File: src/rtl/seg7_capture.sv
// Captures an active-low 7-segment bus, filters glitches, decodes the glyph
// and flags +1 / -1 / jump transitions between successive valid digits.
module seg7_capture #(
    parameter int STABLE_CYCLES = 4,
    parameter int CNT_W         = 8
) (
    input  logic             clock,
    input  logic             reset,
    input  logic [6:0]       hex_in,
    output logic [3:0]       value,
    output logic             valid,
    output logic             invalid,
    output logic             step_up,
    output logic             step_down,
    output logic             jump,
    output logic [CNT_W-1:0] step_count
);

    localparam logic [6:0] BLANK    = 7'h7F;
    localparam logic [7:0] RUN_LAST = 8'(STABLE_CYCLES - 1);

    logic [6:0] s1;
    logic [6:0] s2;
    logic [6:0] acc;
    logic [7:0] run;
    logic       glyph_ok;
    logic [3:0] glyph_val;
    logic [3:0] val_inc;
    logic [3:0] val_dec;
    logic       accept;

    always_comb begin
        glyph_ok  = 1'b1;
        glyph_val = 4'h0;
        case (s2)
            7'h40: glyph_val = 4'h0;
            7'h79: glyph_val = 4'h1;
            7'h24: glyph_val = 4'h2;
            7'h30: glyph_val = 4'h3;
            7'h19: glyph_val = 4'h4;
            7'h12: glyph_val = 4'h5;
            7'h02: glyph_val = 4'h6;
            7'h78: glyph_val = 4'h7;
            7'h00: glyph_val = 4'h8;
            7'h18: glyph_val = 4'h9;
            7'h08: glyph_val = 4'hA;
            7'h03: glyph_val = 4'hB;
            7'h46: glyph_val = 4'hC;
            7'h21: glyph_val = 4'hD;
            7'h06: glyph_val = 4'hE;
            7'h0E: glyph_val = 4'hF;
            default: glyph_ok = 1'b0;
        endcase
    end

    // run holds (edges since s2 last changed); s2 has then held for run+1 cycles
    assign val_inc = value + 4'd1;
    assign val_dec = value - 4'd1;
    assign accept  = (run == RUN_LAST) && (s2 != acc);

    always_ff @(posedge clock) begin
        if (!reset) begin
            s1         <= BLANK;
            s2         <= BLANK;
            acc        <= BLANK;
            run        <= 8'd0;
            value      <= 4'h0;
            valid      <= 1'b0;
            invalid    <= 1'b0;
            step_up    <= 1'b0;
            step_down  <= 1'b0;
            jump       <= 1'b0;
            step_count <= '0;
        end else begin
            s1        <= hex_in;
            s2        <= s1;
            step_up   <= 1'b0;
            step_down <= 1'b0;
            jump      <= 1'b0;
            if (s1 != s2)
                run <= 8'd0;
            else if (run != 8'hFF)
                run <= run + 8'd1;
            if (accept) begin
                acc <= s2;
                if (glyph_ok) begin
                    value   <= glyph_val;
                    valid   <= 1'b1;
                    invalid <= 1'b0;
                    // only digit-to-digit changes are classified
                    if (valid) begin
                        if (glyph_val == val_inc) begin
                            step_up    <= 1'b1;
                            step_count <= step_count + CNT_W'(1);
                        end else if (glyph_val == val_dec) begin
                            step_down <= 1'b1;
                        end else begin
                            jump <= 1'b1;
                        end
                    end
                end else if (s2 == BLANK) begin
                    valid   <= 1'b0;
                    invalid <= 1'b0;
                end else begin
                    valid   <= 1'b0;
                    invalid <= 1'b1;
                end
            end
        end
    end

endmodule
File: config.mk
export PLATFORM = sky130hd
export DESIGN_NAME = seg7_capture
export DESIGN_NICKNAME = d
export VERILOG_FILES = /design/src/rtl/seg7_capture.sv
export SDC_FILE = /design/constraint.sdc
export NUM_CORES = 1
export LEC_CHECK = 0
export ABC_CLOCK_PERIOD_IN_PS = 2850
export CAP_MARGIN = 20
export CORE_MARGIN = 3
export CORE_UTILIZATION = 40
export CTS_BUF_LIST = sky130_fd_sc_hd__clkbuf_8
export CTS_CLUSTER_DIAMETER = 50
export CTS_CLUSTER_SIZE = 20
export DETAILED_ROUTE_END_ITERATION = 10
export MAX_ROUTING_LAYER = met4
export PLACE_DENSITY = 0.6
export SYNTH_ARGS = -nofsm -noshare
export SYNTH_HDL_FRONTEND = slang
export SYNTH_SLANG_ARGS = --single-unit
File: constraint.sdc
create_clock -name clock -period 2.85 [get_ports clock]
set_clock_uncertainty 0.05 [all_clocks]
set_input_delay 0.57 -clock clock [delete_from_list [all_inputs] [get_ports clock]]
set_output_delay 0.57 -clock clock [all_outputs]
set_load 0.02 [all_outputs]
==> impl_metrics.env <==
export IMPL_run_status="completed"
export IMPL_maxSlewHeadroom=0.5813
export IMPL_dr_first_iter_drc_count=105
export IMPL_wl_um=5331
export IMPL_antenna_cell_count=0
export IMPL_max_vdd_ir_drop_uv=312.0
export IMPL_synthesis_area_per_instance_um2=9.150
export IMPL_power_uw=1345
export IMPL_gp_routability_congestion=0.8507
export IMPL_synth_sequential_area_ratio=0.3620
export IMPL_worst_skew_pair_late_latency_ns=0.29
export IMPL_fin_cells=384
export IMPL_dpl_instance_area_mm2=0.002905
export IMPL_r2r_setup_slack_ns=0.18
export IMPL_cts_root_buffer="clkbuf_8"
export IMPL_grt_usage=0.1580
export IMPL_core_mm2=0.006026
export IMPL_fin_tns_setup_ns=0
export IMPL_grt_max_degree=21
export IMPL_finish_instance_area_mm2=0.003073
export IMPL_grt_pass1_wl_um=9149
export IMPL_wl_per_cell_um=13.88
export IMPL_via_count_of_the_first_global_routing_pass=1915
export IMPL_htree_num_levels=2
export IMPL_startpoint_type="register"
export IMPL_drv_max_cap_violation_count=0
export IMPL_gr_usage_met2=0.2401
export IMPL_cell_count_after_synthesis=278
export IMPL_drv_slew=0
export IMPL_endpoint_of_the_most_critical_setup_path="step_count[4]"
export IMPL_hold_viol_final=0
export IMPL_most_common_cell_after_layout_fill_and_taps_aside="dfxtp_1"
export IMPL_finish_stage_setup_viols=0
export IMPL_layout_nets=321
export IMPL_most_common_layout_cells="dfxtp_1, clkdlybuf4s50_1, nand2_1"
export IMPL_worst_setup_path_type="reg2reg"
export IMPL_final_seq_area_um2=927.1
export IMPL_grt_antenna_before_repair=0
export IMPL_via_count=2075
export IMPL_timing_fmax_mhz=374.4
export IMPL_power_density_mw_per_mm2=437.6
export IMPL_grt_ovf=0
export IMPL_syn_area_mm2=0.002544
export IMPL_floorplan_die_height_um=85.75
export IMPL_globalRouteMet3Util=0.03074
export IMPL_total_leakage_power_uw=0.001106
export IMPL_fp_row_count=28
export IMPL_startpoint="s2[6]"
export IMPL_period_needed_ns=2.671
export IMPL_pin_count=26
export IMPL_r2r_start="s2[6]"
export IMPL_place_worst_setup_slack_ns=0.1088
export IMPL_end_kind="register"
export IMPL_hold_path_class="reg2reg"
export IMPL_syn_num_nets=291
export IMPL_cp_data_arrival_time_ns=2.85
export IMPL_drive_above_1_share=0.1456
export IMPL_ys_ff_latch=46
export IMPL_count_of_input_and_output_buffers=25
export IMPL_cts_buffers_inserted=5
export IMPL_sink_count=46
export IMPL_grt_busiest_layer="met2"
export IMPL_r2r_end="step_count[4]"
export IMPL_cp_required_ns=3.03
export IMPL_rsz0062_at_grt="false"
export IMPL_place_hpwl_um=3818
export IMPL_die_area_mm2=0.007352
export IMPL_postRouteAntennaNets=0
export IMPL_layout_setup_ws_ns=0.1787
export IMPL_synthToLayoutAreaGrowth_pct=20.81
export IMPL_crit_path_max_fanout=12
export IMPL_fillerInstances=585
export IMPL_grt_met1_usage=0.2092
export IMPL_cts_tree="done"
export IMPL_detail_route_first_pass_iterations=4
export IMPL_post_route_period_util=0.9373
export IMPL_synth_cell_type_count=51
export IMPL_floorplan_initialDensity=0.4221
export IMPL_multi_input_area_mm2=0.001489
export IMPL_drc_violation_count_after_routing=0
export IMPL_reg2reg_depth=7
export IMPL_cts_clk_slew_worst_paths_ns=0.09
export IMPL_max_root_sink_buffers=2
export IMPL_tightest_slew_ns=0.6223
export IMPL_post_drt_via_cell_ratio=5.404
export IMPL_dieWidth_um=85.75
export IMPL_dpl_cell_count=376
export IMPL_synthesis_yosys_warnings=0
Yosys cell counts, drive strengths merged:
cell type  number  area share
a2111oi         1      0.0034
a21boi          1      0.0030
a21oi           4      0.0079
a22oi           1      0.0030
a31oi           3      0.0074
a41oi           1       0.011
and2            1      0.0025
and3            4      0.0098
and3b           3       0.010
and4            1      0.0034
and4b           2      0.0079
and4bb          1      0.0049
buf            14       0.042
clkbuf          6      0.0089
dfxtp          46        0.36
ha              4       0.020
inv             6      0.0089
mux2i          11       0.043
nand2          24       0.035
nand2b         23       0.057
nand3          12       0.026
nand3b          1      0.0030
nand4           5       0.012
nand4b          1      0.0034
nor2           14       0.021
nor2b           2      0.0049
nor3            9       0.024
nor3b           5       0.015
nor4            5       0.012
nor4b           5       0.020
nor4bb          5       0.020
o2111ai         1      0.0034
o211ai          1      0.0030
o21a            2      0.0059
o21ai          12       0.024
o311ai          6       0.024
o31a            1      0.0034
o31ai           2      0.0098
o41ai           5       0.017
or3             1      0.0025
or4             1      0.0044
xnor2           8       0.028
xor2           16       0.055
xor3            1      0.0093
cell families after synthesis:
kind of cell               share of synthesized area
and+or+nand+nor                               0.2976
buffers and inverters                        0.06001
adders and majority gates                    0.01968
AOI/OAI and AO/OA                             0.1254
DFF                                           0.3620
xor gates and xnor gates                     0.09198
muxes                                        0.04329
sequential cells by signal (all words and copies together) (netlist names), 4 cells and up:
name and count:
step_count 8, acc 7, s2 7, s1 7
value 4, run 8
report_power, final:
| group | switching (uW) | internal [uW] |
|---|---|---|
| Sequential | 15.6 | 653 |
| Combinational | 41.2 | 43.4 |
| Clock | 218 | 374 |
worst min-delay path by stage:
| stage | from | cells past startpoint | to | slack (ns) |
|---|---|---|---|---|
| after CTS | s1[0] | 1 | s2[0] | 0.42 |
| after global placement | s1[6] | 1 | s2[6] | 0.39 |
| after detailed placement | s1[0] | 1 | s2[0] | 0.40 |
| final | s1[0] | 1 | s2[0] | 0.41 |
| after floorplan | s1[0] | 1 | s2[0] | 0.38 |
| after global routing | s1[2] | 1 | s2[2] | 0.44 |
final cells by class:
type / count / share of cell area
clock buffer: 6 / 0.02687
inverter: 6 / 0.007329
tap: 75 / 0.03054
multi-input combinational: 206 / 0.4845
sequential: 46 / 0.3017
clock inverter: 2 / 0.01954
timing repair buffer: 43 / 0.1295
per-layer routing:
| layer | up-vias | part of all wire |
|---|---|---|
| met5 | - | 0 |
| met4 | 0 | 0.017 |
| li1 | 1059 | - |
| met2 | 34 | 0.46 |
| met1 | 973 | 0.49 |
| met3 | 9 | 0.030 |
worst max-delay path: stages, from the launching register on:
cell      delay (ns)
dfxtp_1         0.54
and3_1          0.21
nand3_1         0.14
o311ai_2        0.33
o31ai_2         0.12
or4_4           0.64
nor4_1          0.35
mux2i_1         0.22
stage by stage:
| stage | util | hold WS (ns) |
|---|---|---|
| after floorplan | - | 0.3809 |
| after global placement | 0.4821 | 0.3878 |
| after detailed placement | 0.4821 | 0.3966 |
| after CTS | 0.5058 | 0.4184 |
| after global routing | 0.5100 | 0.4361 |
| final | 0.5100 | 0.4143 |
repair_timing:
action / in CTS / in global routing
buffers inserted: 0 / 0
setup endpoints to repair: 0 / 8
resized for setup: 0 / 9
hold buffers: 0 / 0
(Power assumes the default switching activity.)
==> RTL edit, RTL diff (same settings) <==
The parameter `CNT_W` goes from 8 to 12.
--- a/src/rtl/seg7_capture.sv
+++ b/src/rtl/seg7_capture.sv
@@ -4,3 +4,3 @@
     parameter int STABLE_CYCLES = 4,
-    parameter int CNT_W         = 8
+    parameter int CNT_W         = 12
 ) (
Interface: changed (resized step_count); port bits go from 26 to 30. No check against the original RTL was run, so the function may have changed too.
==> RTL edit against the original RTL <==
  * Synthesized area is 10% higher
  * Routed wire length rose by 5.8%
  * Worst setup slack better by 0.057 ns
  * Sequential share of layout area grew 0.16 points
  * Final area is 7.7% higher
  * Power fell by 6.8%
  * Die area increased by 9.3%
  * Sequential cell count rose by 4
  * Sequential power increased by 8.4%
  * Synthesized cell count rose by 10%
  * Global-route usage is 0.32 points lower
  * Combinational power is 4.8% lower
  * Critical path type unchanged
  * Critical endpoint is now step_count[9]$_SDFFE_PN0P_
  * Largest power group unchanged
==> RTL edit: results (changes against the original RTL) <==
Sequential area share after synthesis - 35.8% (was 36.2%)
Post-DP HPWL - 4.06 mm (was 3.82 mm)
Clock transition at path regs - 0.10 ns
Initial drt markers - 132 (was 105)
Nets@finish - 350 (was 321)
Synthesized net count - 319 (was 291)
First-pass GRT wire length - 9.60 mm (was 9.15 mm)
Leak Pwr - 0.00116 uW (was 0.00111 uW)
Number of global-route vias before repair - 2038 (was 1915)
Post-synthesis cell type count - 62 (was 51)
Placement Setup Slack - 0.202 ns (was 0.109 ns)
Synth warnings - 0 (unchanged)
GP Congestion - 0.842 (was 0.851)
Drt first pass iters - 4 (unchanged)
Total negative slack - 0 ns (unchanged)
Top Family by Delay on Critical Path - simple AND/OR/NAND/NOR gates (unchanged)
Hold_sp - s1[6]$_SDFF_PN1_ (was s1[0]$_SDFF_PN1_)
All-Layer GR Usage - 15.5% (was 15.8%)
CP peak stage delay - 0.61 ns (was 0.64 ns)
H-Tree Depth - 2 (unchanged)
TritonCTS Buffers - 5 (unchanged)
Post-CTS Setup Inserts - 0 (unchanged)
Clock Latency Late Sink - 0.30 ns
Critical Path AT - 2.80 ns (was 2.85 ns)
Drt via density - 5.28 (was 5.40)
Clk buf depth - 2 (unchanged)
Critical-path maximum fanout - 21 (was 12)
Initial antenna violation count - 0 (unchanged)
Internal Pwr Total - 948 uW (was 1070 uW)
Synth top area cells - dfxtp_1 (36%), nand2b_1 (5.6%), nand3_1 (3.8%), xor2_1 (3.8%), nand2_1 (3.4%) (was dfxtp_1 (36%), nand2b_1 (5.7%), xor2_1 (5.5%), mux2i_1 (4.3%), nand2_1 (3.5%))
Total wire length - 5.64 mm (was 5.33 mm)
Async SR Flop Fraction - 0% (unchanged)
CP startpoint - s2[1]$_SDFF_PN1_ (was s2[6]$_SDFF_PN1_)
Reg2reg setup slack - 0.24 ns (was 0.18 ns)
Layout cells sized above 1 - 13.6% (was 14.6%)
Post-cts sizing count - 0 (unchanged)
Largest net degree at the start of global routing - 43 (was 21)
Largest register FFs - 12
Min-delay worst type - reg -> reg (unchanged)
Syn_area_per_cell - 9.14 um2 (was 9.15 um2)
Total number of vias - 2274 (was 2075)
CTS Root Cell - clkbuf_8 (unchanged)
Largest regs - step_count x12, run x8 (was run x8, step_count x8)
Worst-Margin Slew - 0.482 ns (was 0.622 ns)
Slowest CP cell - dfxtp_1 (was or4_4)
Post-Place Cells - 423 (was 376)
Status - finished clean (unchanged)
Filler Cell Count - 653 (was 585)
VDD IR max - 0.000260 V (was 0.000312 V)
Synth cell count leaders - dfxtp_1 (50), nand2_1 (25), nand2b_1 (25), nand3_1 (21), nor2_1 (21) (was dfxtp_1 (46), nand2_1 (24), nand2b_1 (23), xor2_1 (16), nor2_1 (14))
Port Buffers - 29 (was 25)
Diode count - 0 (unchanged)
-- RTL edit: layout make-up --
type / count / share of cell area [%]
multi-input cells: 231 / 50.2
flip-flops and latches: 50 / 30.3
repair buffers: 43 / 12.3
well taps: 93 / 3.52
clock buffers: 6 / 2.50
inverters: 6 / 0.681
clock inverters: 2 / 0.492
-- RTL edit: worst reg2reg max path, stage by stage, from the launching register on --
cell      delay, ns
dfxtp_1        0.61
or3b_2         0.52
o211ai_1       0.16
a221oi_4       0.12
xor2_2         0.22
nand4_4        0.12
buf_4          0.23
nor4_2         0.31
mux2i_1        0.21
-- RTL edit: power by group through the flow --
stage	combinational [uW]	sequential (uW)	clock, uW
2_1_floorplan	63.3	731	0
3_3_place_gp	80.4	740	0
3_5_place_dp	81.0	740	0
4_1_cts	81.4	724	465
5_1_grt	88.8	727	493
6_report	80.5	724	448
-- RTL edit: stage by stage --
stage	hold slack, ns	cell area [um2]
after floorplan	0.381	2800
after global placement	0.392	3210
after detailed placement	0.400	3210
after CTS	0.422	3310
after global routing	0.437	3310
final	0.418	3310
-- RTL edit: path summary, 6_finish.rpt --
| check | endpoint | cells after the start |
|---|---|---|
| worst min register to register | s2[6]$_SDFF_PN1_ | 1 |
| worst max register to register | step_count[9]$_SDFFE_PN0P_ | 8 |
| worst max-delay path | step_count[9]$_SDFFE_PN0P_ | 8 |
| worst min-delay path | s2[6]$_SDFF_PN1_ | 1 |
-- RTL edit: metal layers --
metal	global-route usage, %	up-vias	part of all wire (%)	routed length, um
li1	-	1177	-	-
met1	22.0	1038	52	2910
met2	22.1	50	43	2440
met3	3.19	9	3.9	218
met4	4.33	0	1.3	74
met5	-	-	0	0
-- RTL edit: kinds of logic after synthesis --
logic type      count (synthesis)  synth area share (%)
mux                             3                  1.07
simple gates                  151                  32.3
fa+ha+maj                       4                  1.79
buf+inv                        25                  4.92
flops                          50                  35.8
compound gates                 48                  15.0
xor+xnor                       25                  9.17
